### src/rtl/ntlm_cand_enum.sv
// ntlm_cand_enum: walks charset^0..charset^MAX_LEN in odometer order and streams each
// candidate as a padded UTF-16LE MD4 block over a valid/ready interface.
// Optional feature macro: NTCAND_RESUME_EN adds resume_load/resume_pw/resume_len so
// enumeration can restart from an arbitrary password instead of the empty one.
module ntlm_cand_enum #(
    parameter int unsigned MAX_LEN  = 20,
    parameter logic [7:0]  MIN_CHAR = 8'h20,
    parameter logic [7:0]  MAX_CHAR = 8'h7E,
    parameter int unsigned COUNT_W  = 48
) (
    input  logic                 clk,
    input  logic                 rst,
    input  logic                 start,
    input  logic                 stop,
`ifdef NTCAND_RESUME_EN
    input  logic                 resume_load,
    input  logic [8*MAX_LEN-1:0] resume_pw,
    input  logic [4:0]           resume_len,
`endif
    output logic                 out_valid,
    input  logic                 out_ready,
    output logic [511:0]         md4_block,
    output logic [8*MAX_LEN-1:0] cand_pw,
    output logic [4:0]           cand_len,
    output logic [COUNT_W-1:0]   cand_count,
    output logic                 busy,
    output logic                 exhausted
);
    localparam logic [4:0]   LEN_MAX     = 5'(MAX_LEN);
    // Empty password: only the 0x80 pad in byte 0, bit length zero.
    localparam logic [511:0] EMPTY_BLOCK = 512'h80;

    typedef enum logic [1:0] {S_IDLE, S_RUN, S_DONE} state_t;
    state_t state;

    // UTF-16LE chars, 0x80 pad at byte 2L, 16*L bit length little-endian at byte 56.
    function automatic logic [511:0] make_block(input logic [8*MAX_LEN-1:0] pw,
                                                input logic [4:0]           len);
        logic [511:0] blk;
        logic [8:0]   pad_bit;
        blk = '0;
        for (int unsigned i = 0; i < MAX_LEN; i++) begin
            if (i < 32'(len)) blk[16*i +: 8] = pw[8*i +: 8];
        end
        pad_bit              = {len, 4'b0000};
        blk[pad_bit +: 8]    = 8'h80;
        blk[448 +: 64]       = 64'({len, 4'b0000});
        return blk;
    endfunction

    logic [8*MAX_LEN-1:0] nxt_pw;
    logic [4:0]           nxt_len;
    logic                 nxt_end;
    logic                 carry;
    int unsigned          idx;

    // Odometer successor of the current candidate; nxt_end flags carry out of the longest length.
    always_comb begin
        nxt_pw  = cand_pw;
        nxt_len = cand_len;
        nxt_end = 1'b0;
        carry   = 1'b1;
        idx     = 0;
        if (cand_len == 5'd0) begin
            nxt_pw       = '0;
            nxt_pw[7:0]  = MIN_CHAR;
            nxt_len      = 5'd1;
        end else begin
            for (int unsigned j = 0; j < MAX_LEN; j++) begin
                idx = MAX_LEN - 1 - j;
                if (idx < 32'(cand_len) && carry) begin
                    if (cand_pw[8*idx +: 8] == MAX_CHAR) begin
                        nxt_pw[8*idx +: 8] = MIN_CHAR;
                    end else begin
                        nxt_pw[8*idx +: 8] = cand_pw[8*idx +: 8] + 8'd1;
                        carry              = 1'b0;
                    end
                end
            end
            if (carry) begin
                if (cand_len == LEN_MAX) begin
                    nxt_end = 1'b1;
                end else begin
                    nxt_len = cand_len + 5'd1;
                    for (int unsigned i = 0; i < MAX_LEN; i++) begin
                        nxt_pw[8*i +: 8] = (i < 32'(nxt_len)) ? MIN_CHAR : 8'h00;
                    end
                end
            end
        end
    end

    logic                 go;
    logic [8*MAX_LEN-1:0] load_pw;
    logic [4:0]           load_len;

`ifdef NTCAND_RESUME_EN
    // Entry point for RUN: sanitised resume password when loading, else the empty password.
    always_comb begin
        go       = start | resume_load;
        load_pw  = '0;
        load_len = '0;
        if (resume_load) begin
            load_len = (resume_len > LEN_MAX) ? LEN_MAX : resume_len;
            for (int unsigned i = 0; i < MAX_LEN; i++) begin
                if (i < 32'(load_len)) begin
                    if (resume_pw[8*i +: 8] < MIN_CHAR || resume_pw[8*i +: 8] > MAX_CHAR)
                        load_pw[8*i +: 8] = MIN_CHAR;
                    else
                        load_pw[8*i +: 8] = resume_pw[8*i +: 8];
                end
            end
        end
    end
`else
    // Entry point for RUN: always the empty password.
    always_comb begin
        go       = start;
        load_pw  = '0;
        load_len = '0;
    end
`endif

    // Control FSM with registered stream outputs; the block is registered with the candidate.
    always_ff @(posedge clk or posedge rst) begin
        if (rst) begin
            state      <= S_IDLE;
            out_valid  <= 1'b0;
            busy       <= 1'b0;
            exhausted  <= 1'b0;
            cand_len   <= '0;
            cand_pw    <= '0;
            cand_count <= '0;
            md4_block  <= EMPTY_BLOCK;
        end else begin
            case (state)
                S_IDLE, S_DONE: begin
                    if (go) begin
                        state      <= S_RUN;
                        out_valid  <= 1'b1;
                        busy       <= 1'b1;
                        exhausted  <= 1'b0;
                        cand_count <= '0;
                        cand_pw    <= load_pw;
                        cand_len   <= load_len;
                        md4_block  <= make_block(load_pw, load_len);
                    end
                end
                S_RUN: begin
                    if (stop) begin
                        state     <= S_IDLE;
                        out_valid <= 1'b0;
                        busy      <= 1'b0;
                    end else if (out_valid && out_ready) begin
                        if (cand_count != '1) cand_count <= cand_count + 1'b1;
                        if (nxt_end) begin
                            state     <= S_DONE;
                            out_valid <= 1'b0;
                            busy      <= 1'b0;
                            exhausted <= 1'b1;
                        end else begin
                            cand_pw   <= nxt_pw;
                            cand_len  <= nxt_len;
                            md4_block <= make_block(nxt_pw, nxt_len);
                        end
                    end
                end
                default: state <= S_IDLE;
            endcase
        end
    end
endmodule
### config.mk
export PLATFORM = sky130hd
export DESIGN_NAME = ntlm_cand_enum
export DESIGN_NICKNAME = d
export VERILOG_FILES = /design/src/rtl/ntlm_cand_enum.sv
export SDC_FILE = /design/constraint.sdc
export NUM_CORES = 1
export LEC_CHECK = 0
export ABC_AREA = 1
export CORE_AREA = 2 2 282 284
export DETAILED_ROUTE_END_ITERATION = 10
export DIE_AREA = 0 0 284 286
export GPL_TIMING_DRIVEN = 1
export HOLD_SLACK_MARGIN = 0.15
export SYNTH_ARGS = -nofsm -noshare
export SYNTH_HDL_FRONTEND = slang
export SYNTH_SLANG_ARGS = --single-unit
### constraint.sdc
create_clock -name clk -period 19.1 [get_ports clk]
set_input_delay 1.91 -clock clk [delete_from_list [all_inputs] [get_ports clk]]
set_output_delay 1.91 -clock clk [all_outputs]
set_load 0.05 [all_outputs]
==> flow_summary.json <==
{
  "synth.ff_latch_count": 385,
  "clk_transition_reported_paths_ps": 60,
  "final_design_area_no_fill_sq_mm": 0.0293,
  "post_route_cells_drive_above_1_share": 0.0556,
  "finalMaxSlewViolations": 0,
  "signal_arrival_time_at_the_worst_endpoint_ps": 7320,
  "drt_first_iter_violations": 1358,
  "crit-reg2reg-capture": "md4_block[199]",
  "grt_max_degree": 150,
  "globalplace.congestion": 0.889,
  "viasPerCell": 4.72,
  "worst_r2r_start": "cand_len[1]",
  "antenna_violations_before_repair": 0,
  "most-common-layout-cells": "sky130_fd_sc_hd__nand2_1, sky130_fd_sc_hd__clkdlybuf4s50_1, sky130_fd_sc_hd__dfrtp_1",
  "post_drt_wl_per_cell_um": 19.2,
  "synth.yosys.warnings": 0,
  "synth-async-reset-ratio": 1.00,
  "drc_errors": 0,
  "crit_path_start_kind": "register",
  "intPower_w": 0.00174,
  "cts_hold_repair.buffers": 0,
  "crit_required_ps": 19550,
  "period_share": 0.360,
  "pwr_density_cell_mw_per_mm2": 133,
  "reg2reg_depth": 27,
  "critical_path.max_fanout": 68,
  "final_setup_vio_count": 0,
  "cts_buffer_depth": 3,
  "cap_viol_max_count": 0,
  "setup.worst_path.class": "register to register",
  "num-nets-final": 3508,
  "cts-root-buf": "sky130_fd_sc_hd__clkbuf_16",
  "min_period_ps": 6870,
  "core.rowCount": 103,
  "min_delay_worst_endpoint": "md4_block[99]",
  "final_antenna_net_count": 0,
  "ctsResizeCount": 0,
  "syn-instance-count": 3078,
  "min-delay-path-class": "register to register",
  "hpwl_mm": 65.4,
  "worst_slew_margin_rel": 0.249,
  "fp.dieArea_sq_mm": 0.0812,
  "post-route-util": 0.374,
  "placeableCoreArea_sq_mm": 0.0784,
  "power.ir.vdd_worst_mv": 0.145,
  "initial_core_util": 0.306,
  "part_of_the_total_power_dissipated_in_sequential_elements": 0.221,
  "postCtsSetupRepairBufs": 0,
  "die_width_um": 284,
  "worst-slew-pin-transition_ps": 1120,
  "power_frac_comb": 0.536,
  "min_delay_path_depth": 2,
  "place.port_buffers": 393,
  "net-switching-power_w": 0.00216,
  "syn_area_sq_mm": 0.0240,
  "synth-edff-count": 0,
  "run_status": "completed",
  "drt-pass1-iter-count": 5,
  "clock-sinks": 385,
  "area.growth.synth_to_final_pct": 22.2,
  "number_of_global_route_vias_before_repair": 19900,
  "crit_path_end_kind": "register",
  "timing.reg2reg.setup_slack_ps": 12230,
  "clock.fmax_mhz": 146,
  "synth.yosys.seq_area_share": 0.402,
  "clock_skew_ps": 29.5,
  "globalRoute.totalOverflow": 0,
  "placement.cell_area_sq_mm": 0.0277,
  "postSynth.topFlopCell": "sky130_fd_sc_hd__dfrtp_1",
  "setup_repair_after_global_routing_missed_its_margin": "false",
  "synthDistinctLibCells": 61,
  "insertion_delay_ps": 600,
  "start_point_of_the_worst_min_delay_path": "md4_block[99]",
  "die_y_um": 286,
  "timing.final.hold_violations": 0,
  "htree_levels": 2,
  "swShare": 0.553,
  "clkPwrFrac": 0.243,
  "detail_route.wirelength_mm": 87.1,
  "tritoncts": "built",
  "layout_commonest_cell": "sky130_fd_sc_hd__nand2_1",
  "power_leakage_nw": 13.0,
  "cts_buffers": 49,
  "io_pins": 733,
  "diodes": 0,
  "route.vias.total": 21400,
  "grt_first_pass_wirelength_mm": 128,
  "totalNegativeSetupSlack_ps": 0,
  "gr-usage-all-layers": 0.205,
  "postSynthAreaPerCell_sq_um": 7.79
}
## worst max-delay path: stages (launching register included)
cell and delay (ps):
sky130_fd_sc_hd__dfrtp_1 530, sky130_fd_sc_hd__inv_1 160, sky130_fd_sc_hd__nor2_1 170, sky130_fd_sc_hd__nand3_1 150, sky130_fd_sc_hd__nand2_1 110, sky130_fd_sc_hd__o21ai_1 100, sky130_fd_sc_hd__a21oi_2 170, sky130_fd_sc_hd__o221ai_2 130
sky130_fd_sc_hd__a21oi_2 190, sky130_fd_sc_hd__o221ai_2 140, sky130_fd_sc_hd__a21oi_2 180, sky130_fd_sc_hd__o221ai_2 140, sky130_fd_sc_hd__a21oi_2 200, sky130_fd_sc_hd__o221ai_2 140, sky130_fd_sc_hd__a21oi_2 190, sky130_fd_sc_hd__o221ai_2 130
sky130_fd_sc_hd__a21oi_2 180, sky130_fd_sc_hd__o221ai_4 320, sky130_fd_sc_hd__nor2_1 290, sky130_fd_sc_hd__nor2_1 130, sky130_fd_sc_hd__nand2_2 390, sky130_fd_sc_hd__nor2_2 230, sky130_fd_sc_hd__nand2_4 440, sky130_fd_sc_hd__buf_4 640
sky130_fd_sc_hd__buf_4 680, sky130_fd_sc_hd__nor2_1 100, sky130_fd_sc_hd__a22oi_1 180, sky130_fd_sc_hd__o21ai_1 90
## power by group through the flow
stage	clock network (W)	logic, W	registers [W]
2_1_floorplan	0	0.00139	0.000939
3_3_place_gp	0	0.00211	0.000877
3_5_place_dp	0	0.00211	0.000878
4_1_cts	0.000974	0.00211	0.000863
5_1_grt	0.00100	0.00226	0.000867
6_report	0.000947	0.00209	0.000864
## flip-flops by register name, indices dropped and copies added (netlist names)
name	count
busy	1
exhausted	1
cand_count	48
md4_block	169
cand_len	4
state	2
cand_pw	160
## through the flow
stage / hold WS (ps) / instances / power (W) / worst slack (ps)
floorplan: 475 / 3416 / 0.00232 / 6490
global placement: 462 / 4455 / 0.00298 / 12470
detailed placement: 464 / 4455 / 0.00299 / 12340
CTS: 479 / 4539 / 0.00395 / 12270
global route: 497 / 4539 / 0.00413 / 11630
finish: 475 / 4539 / 0.00390 / 12230
## layer usage
metal	wire, um	vias to the layer above	track usage
li1	-	10200	-
met1	36800	10300	0.263
met2	41100	779	0.339
met3	5890	129	0.0453
met4	3250	0	0.0766
met5	0	-	0
## synthesized netlist by cell type, drive strengths merged, types with 4 or more instances
cell type,n,area share
o21ai,202,0.042
o211ai,8,0.0025
nor4,11,0.0031
dfrtp,384,0.40
o22ai,118,0.031
ha,47,0.025
buf,387,0.12
nand3b,7,0.0022
a22oi,67,0.021
clkinv,5,0.00078
o221ai,7,0.0041
a21oi,92,0.021
inv,326,0.051
nand4,26,0.0068
nand2,653,0.10
a31oi,4,0.0010
or2,12,0.0031
xor2,79,0.029
nor3,97,0.021
o31ai,5,0.0016
nor2,294,0.050
nand3,169,0.040
clkbuf,36,0.0056
a211oi,6,0.0019
o21bai,10,0.0031
## logic make-up after synthesis
family,count (synthesis),share of synthesized area
AND/OR/NAND/NOR,1272,0.232
buffers and inverters,754,0.176
AO/OA/AOI/OAI,538,0.136
flip-flops,385,0.402
XOR/XNOR,81,0.0296
adder cells (fa/ha/maj),47,0.0245
other,1,0.000156
## worst max path at each step
stage | startpoint | endpoint | slack, ps | cells after the start
floorplan | rst | busy | 6490 | 1
global placement | cand_pw[144] | md4_block[199] | 12470 | 27
detailed placement | cand_pw[144] | md4_block[199] | 12340 | 27
CTS | cand_pw[144] | md4_block[55] | 12270 | 27
global route | cand_pw[144] | md4_block[199] | 11630 | 27
finish | cand_len[1] | md4_block[199] | 12230 | 27
## cell type report
cell class | instances | area [sq um]
Multi-Input combinational cell | 2277 | 11400
Clock buffer | 69 | 1380
Timing Repair Buffer | 412 | 4090
Fill cell | 8183 | 49100
Clock inverter | 15 | 214
Sequential cell | 385 | 9640
Tap cell | 1050 | 1310
Inverter | 331 | 1260
No activity file was read; power rests on OpenSTA's default activity.
